==> config.mk <==
export PLATFORM = sky130hd
export DESIGN_NAME = sobel_frame_ctrl
export DESIGN_NICKNAME = d
export VERILOG_FILES = /design/src/rtl/sobel_frame_ctrl.sv
export SDC_FILE = /design/constraint.sdc
export NUM_CORES = 1
export LEC_CHECK = 0
export CORE_MARGIN = 2
export CORE_UTILIZATION = 40
export CTS_BUF_LIST = sky130_fd_sc_hd__clkbuf_8
export DETAILED_ROUTE_END_ITERATION = 12
export GPL_TIMING_DRIVEN = 1
export MAX_ROUTING_LAYER = met4
export PLACE_DENSITY = 0.68
export SLEW_MARGIN = 20
export SYNTH_ARGS = -nofsm -noshare
export SYNTH_HDL_FRONTEND = slang
export SYNTH_SLANG_ARGS = --single-unit
==> constraint.sdc <==
create_clock -name sys_clk -period 1.8 [get_ports sys_clk]
set_input_delay 0.18 -clock sys_clk [delete_from_list [all_inputs] [get_ports sys_clk]]
set_output_delay 0.18 -clock sys_clk [all_outputs]
set_load 0.005 [all_outputs]
==> src/rtl/sobel_frame_ctrl.sv <==
// sobel_frame_ctrl: gates camera luma to whole frames, appends a zero flush line, latches threshold per frame
module sobel_frame_ctrl #(
    parameter int H_PIX       = 640,
    parameter int V_LINE      = 480,
    parameter int FLUSH_LINES = 1
) (
    input  logic                                  sys_clk,
    input  logic                                  sys_rst_n,
    input  logic                                  cfg_en,
    input  logic [7:0]                            cfg_thresh,
    input  logic                                  cam_vsync,
    input  logic                                  pix_valid,
    input  logic [7:0]                            pix_Y,
    output logic                                  sobel_wr_en,
    output logic [7:0]                            sobel_img_Y,
    output logic [7:0]                            sobel_thresh,
    output logic [$clog2(H_PIX)-1:0]              col_cnt,
    output logic [$clog2(V_LINE+FLUSH_LINES)-1:0] row_cnt,
    output logic                                  busy,
    output logic                                  frame_done,
    output logic                                  overrun_err
);
    localparam int CW = $clog2(H_PIX);
    localparam int RW = $clog2(V_LINE + FLUSH_LINES);
    localparam logic [CW-1:0] COL_LAST = CW'(H_PIX - 1);
    localparam logic [RW-1:0] ROW_PIX_LAST = RW'(V_LINE - 1);
    localparam logic [RW-1:0] ROW_LAST = RW'(V_LINE + FLUSH_LINES - 1);

    typedef enum logic [2:0] {IDLE, WAIT_VS, ACTIVE, FLUSH, DONE} state_t;

    state_t        state_q, state_d;
    logic          vs_q;
    logic          wr_q, wr_d;
    logic [7:0]    y_q, y_d;
    logic [7:0]    thr_q, thr_d;
    logic [CW-1:0] col_q, col_d, pcol_q, pcol_d;
    logic [RW-1:0] row_q, row_d, prow_q, prow_d;
    logic          ph_q, ph_d;
    logic          err_q, err_d;
    logic          vs_rise, start, fwd;
    logic [7:0]    fwd_y;

    assign vs_rise      = cam_vsync & ~vs_q;
    assign sobel_wr_en  = wr_q;
    assign sobel_img_Y  = y_q;
    assign sobel_thresh = thr_q;
    assign col_cnt      = col_q;
    assign row_cnt      = row_q;
    assign busy         = (state_q == ACTIVE) || (state_q == FLUSH);
    assign frame_done   = (state_q == DONE);
    assign overrun_err  = err_q;

    // next-state: pcol/prow point at the next pixel slot, col/row describe the last forwarded one
    always_comb begin
        state_d = state_q;
        thr_d   = thr_q;
        col_d   = col_q;
        row_d   = row_q;
        pcol_d  = pcol_q;
        prow_d  = prow_q;
        ph_d    = ph_q;
        err_d   = err_q;
        wr_d    = 1'b0;
        y_d     = y_q;
        start   = 1'b0;
        fwd     = 1'b0;
        fwd_y   = 8'd0;
        case (state_q)
            IDLE:    state_d = cfg_en ? WAIT_VS : IDLE;
            WAIT_VS: begin
                start   = vs_rise;
                state_d = cfg_en ? WAIT_VS : IDLE;
            end
            ACTIVE: begin
                start = vs_rise;
                err_d = err_q | vs_rise;
                fwd   = pix_valid & ~vs_rise;
                fwd_y = pix_Y;
                if (fwd && pcol_q == COL_LAST && prow_q == ROW_PIX_LAST) state_d = FLUSH;
            end
            FLUSH: begin
                start = vs_rise;
                err_d = err_q | vs_rise;
                fwd   = ~ph_q & ~vs_rise;
                ph_d  = ~ph_q;
                if (ph_q && col_q == COL_LAST && row_q == ROW_LAST) state_d = DONE;
            end
            DONE:    state_d = cfg_en ? WAIT_VS : IDLE;
            default: state_d = IDLE;
        endcase
        if (fwd) begin
            wr_d   = 1'b1;
            y_d    = fwd_y;
            col_d  = pcol_q;
            row_d  = prow_q;
            pcol_d = (pcol_q == COL_LAST) ? '0 : pcol_q + CW'(1);
            prow_d = (pcol_q == COL_LAST) ? prow_q + RW'(1) : prow_q;
        end
        if (start) begin
            state_d = ACTIVE;
            thr_d   = cfg_thresh;
            col_d   = '0;
            row_d   = '0;
            pcol_d  = '0;
            prow_d  = '0;
            ph_d    = 1'b0;
        end
        if (state_d == IDLE && state_q != IDLE) err_d = 1'b0;
    end

    // state and datapath registers with synchronous active-low reset
    always_ff @(posedge sys_clk) begin
        if (!sys_rst_n) begin
            state_q <= IDLE;
            vs_q    <= 1'b0;
            wr_q    <= 1'b0;
            y_q     <= 8'd0;
            thr_q   <= 8'd0;
            col_q   <= '0;
            row_q   <= '0;
            pcol_q  <= '0;
            prow_q  <= '0;
            ph_q    <= 1'b0;
            err_q   <= 1'b0;
        end else begin
            state_q <= state_d;
            vs_q    <= cam_vsync;
            wr_q    <= wr_d;
            y_q     <= y_d;
            thr_q   <= thr_d;
            col_q   <= col_d;
            row_q   <= row_d;
            pcol_q  <= pcol_d;
            prow_q  <= prow_d;
            ph_q    <= ph_d;
            err_q   <= err_d;
        end
    end
endmodule

# == After elaboration in Yosys (flattened, before gate mapping) ==
# Index checks and enable logic that the tools add are counted.
# word_totals
elab_cells,54
ff_bits,61
inputBits,21
output_inout_bits,39
# classes
n_eq_ne,8
muxes,10
n_reduce_logical,15
bitwise,8
addsub,2
# ops
op,count
$eq 10x10->1 const B,2
$eq 9x9->1 const B,2
$add 10x1->10 const B,1
$mux 10,1
$add 9x1->9 const B,1
$mux 3,3
$pmux 3 s3,1
$mux 8,1
$eq 3x2->1 const B,2
$logic_not 3->1,2
$reduce_or 2->1,3
$reduce_or 3->1,2
$logic_and 1x1->1,5
$not 1->1,4
$and 1x1->1,3
$eq 3x1->1 const B,1
$eq 3x3->1 const B,1
$mux 1,3
$reduce_bool 3->1,1
$pmux 1 s2,1
$reduce_and 2->1,1
$logic_or 1x1->1,1
$or 1x1->1,1

# == Depth between registers and ports, before layout ==
# logic_depth
ltp_word,12
depth_mapped,7
ltp_nobuf,5

# == Least setup slack after synthesis ==
# OpenSTA, ideal clock, no wires.
# synth_path
path_kind,register to register
start,register pcol_q[7]
end,register prow_q[5]
setup_slack_ns,-0.073
path_stages_with_launch,6
setup_ns,0.067
t_required_ns,1.733
period_less_slack_ns,1.873
n_path_buf,1
arrival_ns,1.805
path_cell_list,dfxtp_1 or3b_4 or3_4 buf_6 or4_4 a21oi_2
# synth_between
elab_chain_cells,2
# synth_lines
item,line_no,text
from (decl),36,"logic [CW-1:0] col_q, col_d, pcol_q, pcol_d;"
from (signal assigned),133,pcol_q <= pcol_d;
$eq 10x10->1,97,prow_d = (pcol_q == COL_LAST) ? prow_q + RW'(1) : prow_q;
$reduce_and 2->1 (no line),--,
to (signal assigned),134,prow_q <= prow_d;
to (decl),37,"logic [RW-1:0] row_q, row_d, prow_q, prow_d;"
# Every way passes these cells.
# A chain may end at the register's enable or synchronous reset.

# == Final worst setup path ==
# layout_path
start,register pcol_q[8]
end,register prow_q[7]
# Same word-level chain as after synthesis.

==> impl_metrics.json <==
{
  "grt_pass1_vias": 2568,
  "drive_above_1_share": 0.214,
  "worstReg2RegEnd": "prow_q[7]$_SDFFE_PP0P_",
  "syn_avg_cell_area_um2": 8.20,
  "finalNonFillerCells": 497,
  "finalClockSkew_ns": 0.00848,
  "grt_max_degree": 20,
  "busiest_layer": "met2",
  "dpl.cell_count": 480,
  "synthCells": 314,
  "antenna_found_initial": 0,
  "synth-adder-area-share": 0.00972,
  "met3_usage": 0.0590,
  "synth_xor_area_frac": 0.00340,
  "period_share": 0.999,
  "cts.sinks": 61,
  "start_kind": "flip-flop",
  "end_kind": "flip-flop",
  "path_clk_slew_ns": 0.07,
  "rsz0062_at_grt": "true",
  "yosysWarnings": 0,
  "r2r_cells": 4,
  "final_cell_mix": "nand2_1, clkdlybuf4s50_1, dfxtp_1, a21oi_1, buf_4",
  "first_pass_iters": 4,
  "p_per_area_nw_per_um2": 732,
  "ir_worst_vdd_mv": 0.483,
  "core.rowCount": 29,
  "ctsRootBufferMaster": "clkbuf_8",
  "grt_util_met2": 0.327,
  "gp_congestion": 0.769,
  "maxSlewHeadroom": 0.577,
  "vias": 2665,
  "syn_nets": 337,
  "insertion_delay_ns": 0.34,
  "initial_core_util": 0.410,
  "synth_area_um2": 2570,
  "maxCapViolCount": 0,
  "worstPathMaxFanout": 4,
  "nets": 438,
  "seq_area_frac_synth": 0.474,
  "setup_violations": 0,
  "grt_use_total": 0.216,
  "power.leakage_uw": 0.00133,
  "grt_pass1_wl_um": 12000,
  "outcome": "finished clean",
  "fp.dieW_um": 84.2,
  "critPathRequiredTime_ns": 2.04,
  "synth-compound-area-share": 0.199,
  "synth_seq_cells": 61,
  "grt_overflow": 0,
  "max_freq_mhz": 556,
  "place_hpwl_um": 5050,
  "clock_path_buffers": 2,
  "placeableCoreArea_um2": 6280,
  "arrival_ns": 2.04,
  "drt_iter0_markers": 170,
  "diodes": 0,
  "wire_per_inst_um": 14.4,
  "areaGrowthSynthToFinish_pct": 49.2,
  "port_buffers": 59,
  "power_uw": 2810,
  "yosys.area_share.simple": 0.277,
  "ant_nets": 0,
  "worstSetupPathType": "reg2reg",
  "worstMarginPinSlew_ns": 0.631,
  "placed_cell_area_um2": 3570,
  "final_area_um2": 3840,
  "cts_tree": "done",
  "hold_path_class": "in2reg",
  "die-area_um2": 7090,
  "hold_depth": 3,
  "hold_viol": 0,
  "htree_levels": 3,
  "finalMaxSlewViolations": 0,
  "hold_buffers": 0,
  "layout_commonest_cell": "nand2_1",
  "hold_start": "cfg_thresh[7]",
  "finalCriticalPeriod_ns": 1.80,
  "die_y_um": 84.2,
  "viasPerCell": 5.36,
  "synth_top_family_by_area": "simple AND/OR/NAND/NOR gates",
  "r2r_setup_slack_ns": 0.002,
  "muxShareOfSynthArea": 0,
  "synth_cell_types": 46,
  "cts_buffers": 9,
  "worst_slack_ns": 0.00186,
  "hold_path_end": "sobel_thresh[7]$_SDFFE_PN0P_",
  "grtUsageMet1": 0.278,
  "wl_um": 7170,
  "finalSetupTns_ns": 0,
  "drc": 0,
  "num_io_pins": 60,
  "r2r_start": "pcol_q[8]$_SDFFE_PP0P_",
  "place_ws_ns": -0.119
}
[how the worst max path moves through the flow]
stage | to | startpoint | slack [ns]
4_1_cts | prow_q[7]$_SDFFE_PP0P_ | pcol_q[7]$_SDFFE_PP0P_ | -0.04
5_1_grt | prow_q[0]$_SDFFE_PP0P_ | pcol_q[8]$_SDFFE_PP0P_ | -0.03
6_report | prow_q[7]$_SDFFE_PP0P_ | pcol_q[8]$_SDFFE_PP0P_ | 0.002
3_3_place_gp | pcol_q[6]$_SDFFE_PP0P_ | pix_valid | -0.1
3_5_place_dp | pcol_q[6]$_SDFFE_PP0P_ | pix_valid | -0.12
2_1_floorplan | prow_q[2]$_SDFFE_PP0P_ | pcol_q[8]$_SDFFE_PP0P_ | -0.02
[cell families after synthesis]
logic type      after synthesis
flops                        61
compound gates               86
xor+xnor                      1
simple gates                142
buf+inv                      22
fa+ha+maj                     2
[cell usage after synthesis, drive strengths merged]
master | count | area [um2]
xor2 | 1 | 8.76
nor3 | 3 | 15.0
nor2 | 6 | 22.5
a22o | 1 | 8.76
ha | 2 | 25.0
o211ai | 1 | 7.51
o2111a | 2 | 22.5
or3 | 6 | 42.5
or3b | 1 | 11.3
or4 | 8 | 63.8
nand2b | 4 | 25.0
nand4 | 6 | 37.5
and3 | 2 | 12.5
nor4bb | 1 | 10.0
and2 | 2 | 12.5
o2111ai | 1 | 8.76
or2 | 1 | 6.26
o31ai | 9 | 67.6
nand2 | 73 | 274
or4b | 1 | 10.0
o31a | 1 | 8.76
o21ai | 8 | 40.0
o21ba | 1 | 10.0
o211a | 2 | 20.0
nor2b | 3 | 18.8
clkbuf | 11 | 41.3
nand3b | 1 | 7.51
a21oi | 55 | 279
a31o | 3 | 26.3
nand3 | 16 | 80.1
or4bb | 1 | 11.3
nor3b | 1 | 7.51
nand4b | 3 | 26.3
dfxtp | 61 | 1220
clkinv | 1 | 3.75
nor4 | 3 | 18.8
inv | 6 | 22.5
o22ai | 1 | 6.26
buf | 4 | 25.0
a21o | 1 | 7.51
[power by group]
group / switching (uW) / internal (uW) / total, uW
combinational: 114 / 121 / 236
clock: 537 / 662 / 1200
sequential: 14.1 / 1360 / 1380
[routing by layer]
| metal | routed length [um] | vias to the layer above |
|---|---|---|
| met2 | 3410 | 60 |
| met5 | 0 | - |
| met4 | 91 | 0 |
| li1 | - | 1334 |
| met1 | 3360 | 1263 |
| met3 | 309 | 8 |
[what timing repair did]
action / CTS / global route
endpoints found under the setup margin: 9 / 11
gates resized for setup: 7 / 13
setup buffers: 1 / 0
pin swaps: 9 / 4
[area by class of cell]
class | instances | area, um2
sequential | 61 | 1230
fill | 552 | 2440
clock inverter | 6 | 55.1
timing repair buffer | 105 | 952
clock buffer | 10 | 138
tap | 77 | 96.3
multi-input combinational | 231 | 1340
inverter | 7 | 26.3
[critical path: stages (launching register included)]
cell and delay [ns]:
dfxtp_2 0.32, or3b_4 0.41, or4_4 0.52, o31a_1 0.26, o21ba_2 0.19
[sequential cells by signal, summed over array words and instances, names as in the netlist]
register      flops
vs_q              1
sobel_thresh      8
overrun_err       1
state_q           3
pcol_q           10
col_cnt          10
prow_q            9
row_cnt           9
ph_q              1
sobel_img_Y       8
sobel_wr_en       1
[stage by stage]
stage	hold WS, ns	util
6_report	0.379	0.612
5_1_grt	0.388	0.612
4_1_cts	0.368	0.604
3_5_place_dp	0.448	0.568
3_3_place_gp	0.438	0.568
2_1_floorplan	0.302	-
Note: power is estimated with default switching activity, not from simulation.
